<file path="src/rtl/stack_master_pkg.sv">
// stack_master_pkg: shared types and constants for the stack command initiator.
//   DATA_W_DEF           : default data width, must match the stack instance
//   CNT_W                : statistics counter width
//   OP_PUSH / OP_POP     : encoding of req_op and stk_operation
//   stack_master_state_t : command FSM states
package stack_master_pkg;

  localparam int   DATA_W_DEF = 16;
  localparam int   CNT_W      = 16;
  localparam logic OP_PUSH    = 1'b1;
  localparam logic OP_POP     = 1'b0;

  typedef enum logic [2:0] {
    IDLE,
    PUSH,
    POP,
    POP_WAIT,
    RESP
  } stack_master_state_t;

endpackage

</file>
<file path="src/rtl/stack_master_if.sv">
// stack_master_if: request/response stream plus stack command port.
//   req_*  : request stream from the sequencer (valid/ready)
//   rsp_*  : response stream back to the sequencer (valid/ready)
//   stk_*  : strobe/data/flag port of the LIFO stack
// Modports: master = the stack_master block, slave = its environment
// (sequencer + stack).
interface stack_master_if #(
  parameter int DATA_W = 16
) ();

  logic              req_valid;
  logic              req_ready;
  logic              req_op;
  logic [DATA_W-1:0] req_data;
  logic              rsp_valid;
  logic              rsp_ready;
  logic [DATA_W-1:0] rsp_data;
  logic              rsp_err;
  logic              stk_enable;
  logic              stk_operation;
  logic [DATA_W-1:0] stk_data_in;
  logic [DATA_W-1:0] stk_data_out;
  logic              stk_full;
  logic              stk_empty;

  modport master (
    input  req_valid, req_op, req_data, rsp_ready,
    input  stk_data_out, stk_full, stk_empty,
    output req_ready, rsp_valid, rsp_data, rsp_err,
    output stk_enable, stk_operation, stk_data_in
  );

  modport slave (
    output req_valid, req_op, req_data, rsp_ready,
    output stk_data_out, stk_full, stk_empty,
    input  req_ready, rsp_valid, rsp_data, rsp_err,
    input  stk_enable, stk_operation, stk_data_in
  );

endinterface

</file>
<file path="src/rtl/stack_stat_counter.sv">
// stack_stat_counter: saturating event counter.
//   clk, rst : clock, async active-high reset
//   inc      : count one event this cycle
//   cnt      : current count, sticks at all-ones
module stack_stat_counter
  import stack_master_pkg::*;
(
  input  logic             clk,
  input  logic             rst,
  input  logic             inc,
  output logic [CNT_W-1:0] cnt
);

  always_ff @(posedge clk or posedge rst) begin
    if (rst)                     cnt <= '0;
    else if (inc && (~cnt != 0)) cnt <= cnt + 1'b1;
  end

endmodule

</file>
<file path="src/rtl/stack_master.sv">
// stack_master: turns a push/pop request stream into single-cycle stack
// strobes and returns one response per request (popped data or error).
// Illegal requests (push while full, pop while empty) are answered with
// rsp_err and never reach the stack.
//   clk, rst            : clock, async active-high reset
//   bus (master)        : req_*/rsp_* streams and stk_* command port
//   cnt_push/pop/err    : statistics, built only with STACK_MASTER_STATS_EN,
//                         otherwise tied to 0
module stack_master
  import stack_master_pkg::*;
#(
  parameter int DATA_W = DATA_W_DEF
) (
  input  logic              clk,
  input  logic              rst,
  stack_master_if.master    bus,
  output logic [CNT_W-1:0]  cnt_push,
  output logic [CNT_W-1:0]  cnt_pop,
  output logic [CNT_W-1:0]  cnt_err
);

  stack_master_state_t state;
  logic              req_ready_q;
  logic              rsp_valid_q;
  logic [DATA_W-1:0] rsp_data_q;
  logic              rsp_err_q;
  logic              en_q;
  logic              op_q;
  logic [DATA_W-1:0] din_q;

  always_ff @(posedge clk or posedge rst) begin
    if (rst) begin
      state       <= IDLE;
      req_ready_q <= 1'b0;
      rsp_valid_q <= 1'b0;
      rsp_data_q  <= '0;
      rsp_err_q   <= 1'b0;
      en_q        <= 1'b0;
      op_q        <= OP_POP;
      din_q       <= '0;
    end else begin
      // strobes last exactly one cycle
      en_q  <= 1'b0;
      op_q  <= OP_POP;
      din_q <= '0;
      case (state)
        IDLE: begin
          // ready comes up one clock after reset, then stays up in IDLE
          req_ready_q <= 1'b1;
          if (req_ready_q && bus.req_valid) begin
            req_ready_q <= 1'b0;
            rsp_data_q  <= '0;
            rsp_err_q   <= 1'b0;
            if (bus.req_op == OP_PUSH) begin
              if (bus.stk_full) begin
                state       <= RESP;
                rsp_valid_q <= 1'b1;
                rsp_err_q   <= 1'b1;
              end else begin
                state <= PUSH;
                en_q  <= 1'b1;
                op_q  <= OP_PUSH;
                din_q <= bus.req_data;
              end
            end else begin
              if (bus.stk_empty) begin
                state       <= RESP;
                rsp_valid_q <= 1'b1;
                rsp_err_q   <= 1'b1;
              end else begin
                state <= POP;
                en_q  <= 1'b1;
                op_q  <= OP_POP;
              end
            end
          end
        end
        PUSH: begin
          state       <= RESP;
          rsp_valid_q <= 1'b1;
        end
        POP: state <= POP_WAIT;
        POP_WAIT: begin
          // stack output is registered: valid one cycle after the pop strobe
          rsp_data_q  <= bus.stk_data_out;
          rsp_valid_q <= 1'b1;
          state       <= RESP;
        end
        RESP: begin
          if (bus.rsp_ready) begin
            rsp_valid_q <= 1'b0;
            rsp_data_q  <= '0;
            rsp_err_q   <= 1'b0;
            req_ready_q <= 1'b1;
            state       <= IDLE;
          end
        end
        default: state <= IDLE;
      endcase
    end
  end

  assign bus.req_ready     = req_ready_q;
  assign bus.rsp_valid     = rsp_valid_q;
  assign bus.rsp_data      = rsp_data_q;
  assign bus.rsp_err       = rsp_err_q;
  assign bus.stk_enable    = en_q;
  assign bus.stk_operation = op_q;
  assign bus.stk_data_in   = din_q;

`ifdef STACK_MASTER_STATS_EN
  logic err_hit;
  // error counted on the same edge that moves the FSM into RESP
  assign err_hit = (state == IDLE) && req_ready_q && bus.req_valid &&
                   ((bus.req_op == OP_PUSH) ? bus.stk_full : bus.stk_empty);

  stack_stat_counter u_cnt_push (.clk(clk), .rst(rst), .inc(en_q &&  op_q), .cnt(cnt_push));
  stack_stat_counter u_cnt_pop  (.clk(clk), .rst(rst), .inc(en_q && !op_q), .cnt(cnt_pop));
  stack_stat_counter u_cnt_err  (.clk(clk), .rst(rst), .inc(err_hit),       .cnt(cnt_err));
`else
  assign cnt_push = '0;
  assign cnt_pop  = '0;
  assign cnt_err  = '0;
`endif

endmodule
</file>
<file path="src/flat_wrapper.sv">
// flat-port wrapper written by rule: the top's interface ports become plain ports
module stack_master_flat import stack_master_pkg::*;
#(
  parameter int DATA_W = DATA_W_DEF
)
  (clk, rst, cnt_push, cnt_pop, cnt_err, bus_req_valid, bus_req_op, bus_req_data, bus_rsp_ready, bus_stk_data_out, bus_stk_full, bus_stk_empty, bus_req_ready, bus_rsp_valid, bus_rsp_data, bus_rsp_err, bus_stk_enable, bus_stk_operation, bus_stk_data_in);
  stack_master_if #(.DATA_W(DATA_W)) bus_i ();
  input  logic clk;
  input  logic rst;
  output logic [CNT_W-1:0] cnt_push;
  output logic [CNT_W-1:0] cnt_pop;
  output logic [CNT_W-1:0] cnt_err;
  input wire logic [$bits(bus_i.req_valid)-1:0] bus_req_valid;
  input wire logic [$bits(bus_i.req_op)-1:0] bus_req_op;
  input wire logic [$bits(bus_i.req_data)-1:0] bus_req_data;
  input wire logic [$bits(bus_i.rsp_ready)-1:0] bus_rsp_ready;
  input wire logic [$bits(bus_i.stk_data_out)-1:0] bus_stk_data_out;
  input wire logic [$bits(bus_i.stk_full)-1:0] bus_stk_full;
  input wire logic [$bits(bus_i.stk_empty)-1:0] bus_stk_empty;
  output wire logic [$bits(bus_i.req_ready)-1:0] bus_req_ready;
  output wire logic [$bits(bus_i.rsp_valid)-1:0] bus_rsp_valid;
  output wire logic [$bits(bus_i.rsp_data)-1:0] bus_rsp_data;
  output wire logic [$bits(bus_i.rsp_err)-1:0] bus_rsp_err;
  output wire logic [$bits(bus_i.stk_enable)-1:0] bus_stk_enable;
  output wire logic [$bits(bus_i.stk_operation)-1:0] bus_stk_operation;
  output wire logic [$bits(bus_i.stk_data_in)-1:0] bus_stk_data_in;
  assign bus_i.req_valid = bus_req_valid;
  assign bus_i.req_op = bus_req_op;
  assign bus_i.req_data = bus_req_data;
  assign bus_i.rsp_ready = bus_rsp_ready;
  assign bus_i.stk_data_out = bus_stk_data_out;
  assign bus_i.stk_full = bus_stk_full;
  assign bus_i.stk_empty = bus_stk_empty;
  assign bus_req_ready = bus_i.req_ready;
  assign bus_rsp_valid = bus_i.rsp_valid;
  assign bus_rsp_data = bus_i.rsp_data;
  assign bus_rsp_err = bus_i.rsp_err;
  assign bus_stk_enable = bus_i.stk_enable;
  assign bus_stk_operation = bus_i.stk_operation;
  assign bus_stk_data_in = bus_i.stk_data_in;
  stack_master #(.DATA_W(DATA_W)) u_core (.clk(clk), .rst(rst), .bus(bus_i), .cnt_push(cnt_push), .cnt_pop(cnt_pop), .cnt_err(cnt_err));
endmodule
</file>
<file path="config.mk">
export PLATFORM = sky130hd
export DESIGN_NAME = stack_master_flat
export DESIGN_NICKNAME = d
export VERILOG_FILES = /design/src/rtl/stack_master_pkg.sv /design/src/rtl/stack_master_if.sv /design/src/rtl/stack_stat_counter.sv /design/src/rtl/stack_master.sv /design/src/flat_wrapper.sv
export SDC_FILE = /design/constraint.sdc
export NUM_CORES = 1
export LEC_CHECK = 0
export CAP_MARGIN = 40
export CORE_MARGIN = 4
export CORE_UTILIZATION = 30
export DETAILED_ROUTE_END_ITERATION = 8
export HOLD_SLACK_MARGIN = 0.1
export PLACE_DENSITY_LB_ADDON = 0.12
export SYNTH_ARGS = -nofsm -noshare
export SYNTH_HDL_FRONTEND = slang
export SYNTH_SLANG_ARGS = --single-unit
</file>
<file path="constraint.sdc">
create_clock -name clk -period 3.7 [get_ports clk]
set_input_delay 1.11 -clock clk [delete_from_list [all_inputs] [get_ports clk]]
set_output_delay 1.11 -clock clk [all_outputs]
set_load 0.05 [all_outputs]
</file>
==> results.yml <==
run_status:
  status: "finished clean"
clock_network:
  htree_levels: 2
  cts_tree: "done"
  clock-root-buffer: "clkbuf_8"
  cts_resized: 0
  clock-sinks: 40
  cts_buffers: 5
  clk_latency_ns: 0.28
  cts_buffer_depth: 2
  clkTransAtPathRegs_ns: 0.08
  hold_buffers: 0
  post_cts_buffers: 0
global_route:
  antenna_found_initial: 0
  groute.usage.overall: 0.101
  grt_use_met3: 0.0508
  grt_pass1_wl_mm: 5.92
  grt_pass1_vias: 1211
  grt_start_max_net_pins: 18
  grt-busiest-layer: "met2"
  grtUsageMet2: 0.149
  use_met1: 0.124
  gr-total-overflow: 0
power:
  ir_worst_vdd_uv: 208
  p_switching_mw: 0.561
  power.share.clock: 0.263
  swShare: 0.386
  pwr-share-seq: 0.367
  pwr-share-comb: 0.370
  p_leak_nw: 1.24
  powerDensity_mw_per_mm2: 540
  p_int_mw: 0.894
sta:
  finalSetupViolations: 0
  slew-limit-headroom: 0.546
  tns_ns: 0
  timing.hold.ws_ns: 0.523
  drv_slew: 0
  worst_slew_pin_slew_ns: 0.676
  max_clock_freq_ghz: 0.375
  rsz0062_at_grt: "false"
  clock-skew-final_ns: 0.00436
  finalCritPeriodShare: 0.722
  hold_viol: 0
  layout_min_cycle_time_ns: 2.67
floorplan:
  fp.coreArea_mm2: 0.00606
  die_height_um: 87.7
  fp.dieW_um: 87.7
  floorplan.initialDensity: 0.315
  io_pins: 124
  fp-row-count: 28
  dieArea_mm2: 0.00770
critical_path:
  setup.worst_path.start_class: "flop"
  r2r-end: "u_core.bus.rsp_data[9]"
  crit_path_end: "bus_req_ready"
  worst-r2r-cell-count: 3
  cp.arrival_ns: 1.56
  slowest_delay_ns: 0.84
  rrSetupSlack_ns: 1.85
  critPathBufInv: 1
  slowest_stage: "clkdlybuf4s50_1"
  crit_cells: 1
  crit_required_ns: 2.59
  r2r-start: "u_core.state[1]"
  crit_path_end_kind: "output port"
  critPathLaunch: "u_core.bus.req_ready"
  cp_top_family: "buffers and inverters"
  crit_path_max_fanout: 7
  worstPathCellList: "clkdlybuf4s50_1"
  crit_type: "reg -> out"
placed_design:
  hpwl_mm: 3.16
  post_dp_cell_area_mm2: 0.00257
  gp_congestion: 0.708
  dp_cells: 306
  port_buffers: 75
logic_synthesis:
  synth_area_per_cell_um2: 11.9
  synth.distinct_cells: 29
  yosysWarnings: 0
  syn_inst: 160
  ys_seq_elements: 40
  syn_area_mm2: 0.00191
  ys_seq_area_frac: 0.525
detailed_routing:
  drt-initial-drc-count: 35
  drcViolationCount: 0
  drtAntennaViolNets: 0
  num_vias: 1277
  dr.pass1.iters: 4
  wirelength_mm: 4.06
  wl_per_cell_um: 12.9
  vias_per_cell: 4.07
finish:
  final_cell_count_no_fill: 314
  stdcell_area_mm2: 0.00269
  nNetsFinal: 277
  utilization: 0.444
  fillers: 580
  drive_above_1_share: 0.142
  diodes: 0
  synthToLayoutAreaGrowth_pct: 41.3
min_path:
  worst_hold_startpoint: "u_core.bus.rsp_data[4]"
  worst_hold_path_type: "reg -> reg"
flow_run:
  drv_cap: 0
==> state kept, by name, indices dropped and copies added, names as in the netlist <==
register	count
u_core.bus.stk_data_in	16
u_core.bus.rsp_valid	1
u_core.bus.req_ready	1
u_core.bus.rsp_err	1
u_core.state	3
u_core.bus.stk_operation	1
u_core.bus.stk_enable	1
u_core.bus.rsp_data	16
==> cell usage in the layout, fill, tap and decap left out <==
cell,synthesis,final
a32o_1,16,16
buf_16,0,1
bufinv_16,0,1
inv_1,3,2
o21ba_2,1,1
o31ai_1,1,1
dfrtp_1,40,40
nand2b_1,1,1
clkbuf_8,0,7
a22oi_1,1,1
mux2_2,1,1
or3b_2,1,1
buf_4,48,2
nand2_1,2,2
a41oi_1,1,1
nand3_1,1,1
conb_1,1,48
nand4bb_1,1,1
o21a_1,1,1
clkinv_1,0,1
or3_2,1,1
clkdlybuf4s50_1,0,75
a21oi_1,1,1
a21o_2,1,1
nor4_4,1,1
a31oi_1,1,1
or2_4,1,1
o22ai_1,1,1
a21boi_0,3,3
nor2_1,8,8
and2_2,16,16
==> cell usage after synthesis <==
| library cell | count | area share |
|---|---|---|
| a21boi_0 | 3 | 0.012 |
| a21o_2 | 1 | 0.0046 |
| a21oi_1 | 1 | 0.0026 |
| a22oi_1 | 1 | 0.0039 |
| a31oi_1 | 1 | 0.0033 |
| a32o_1 | 16 | 0.084 |
| a41oi_1 | 1 | 0.0046 |
| and2_2 | 16 | 0.063 |
| buf_2 | 3 | 0.0079 |
| buf_4 | 48 | 0.19 |
| buf_6 | 2 | 0.012 |
| clkbuf_2 | 1 | 0.0026 |
| conb_1 | 1 | 0.0020 |
| dfrtp_1 | 40 | 0.52 |
| inv_1 | 3 | 0.0059 |
| mux2_2 | 1 | 0.0059 |
| nand2_1 | 2 | 0.0039 |
| nand2b_1 | 1 | 0.0033 |
| nand3_1 | 1 | 0.0026 |
| nand4bb_1 | 1 | 0.0059 |
| nor2_1 | 8 | 0.016 |
| nor4_4 | 1 | 0.011 |
| o21a_1 | 1 | 0.0039 |
| o21ba_2 | 1 | 0.0052 |
| o22ai_1 | 1 | 0.0033 |
| o31ai_1 | 1 | 0.0039 |
| or2_4 | 1 | 0.0046 |
| or3_2 | 1 | 0.0039 |
| or3b_2 | 1 | 0.0046 |
==> metrics by stage <==
stage,power [mW],setup slack [ns]
finish,1.46,1.03
global route,1.53,0.971
CTS,1.48,1.01
detailed placement,1.08,0.870
global placement,1.08,0.888
floorplan,0.976,1.67
==> how the worst min path moves through the flow <==
stage | end | slack (ns) | cells past startpoint
after CTS | u_core.bus.rsp_data[4] | 0.53 | 1
after detailed placement | u_core.bus.rsp_data[0] | 0.51 | 1
final | u_core.bus.rsp_data[4] | 0.52 | 1
after global routing | u_core.bus.rsp_data[14] | 0.54 | 1
after global placement | u_core.bus.rsp_data[9] | 0.51 | 1
after floorplan | u_core.bus.rsp_err | 0.53 | 2
==> cell type report <==
cell class | instances | area, um^2 | area share
Clock inverter | 1 | 30.0 | 0.0111
Sequential cell | 40 | 1000 | 0.372
Inverter | 3 | 11.3 | 0.00418
Tap cell | 75 | 93.8 | 0.0348
Clock buffer | 7 | 96.3 | 0.0358
Multi-Input combinational cell | 110 | 668 | 0.248
Timing Repair Buffer | 78 | 793 | 0.294
==> per-layer routing <==
metal / wire length [um] / part of all wire
met1: 1650 / 0.41
met3: 555 / 0.14
met5: 0 / 0
met2: 1810 / 0.45
met4: 39 / 0.0096
==> kinds of logic after synthesis <==
family / synth area share
mux: 0.00591
simple gates: 0.119
flops: 0.525
other cells: 0.00197
buf+inv: 0.217
compound gates: 0.131
==> worst register-to-register path, stage by stage (launching register included) <==
cell and delay [ns]:
dfrtp_1 0.49, nor2_1 0.26, nand3_1 0.53, a32o_1 0.47
==> power by group through the flow <==
stage	Sequential [mW]	Combinational, mW	Clock (mW)
after floorplan	0.651	0.326	0
after global placement	0.543	0.536	0
after detailed placement	0.541	0.543	0
after CTS	0.534	0.543	0.400
after global routing	0.544	0.570	0.414
final	0.534	0.538	0.383
Power figures use the tool's default switching activity.
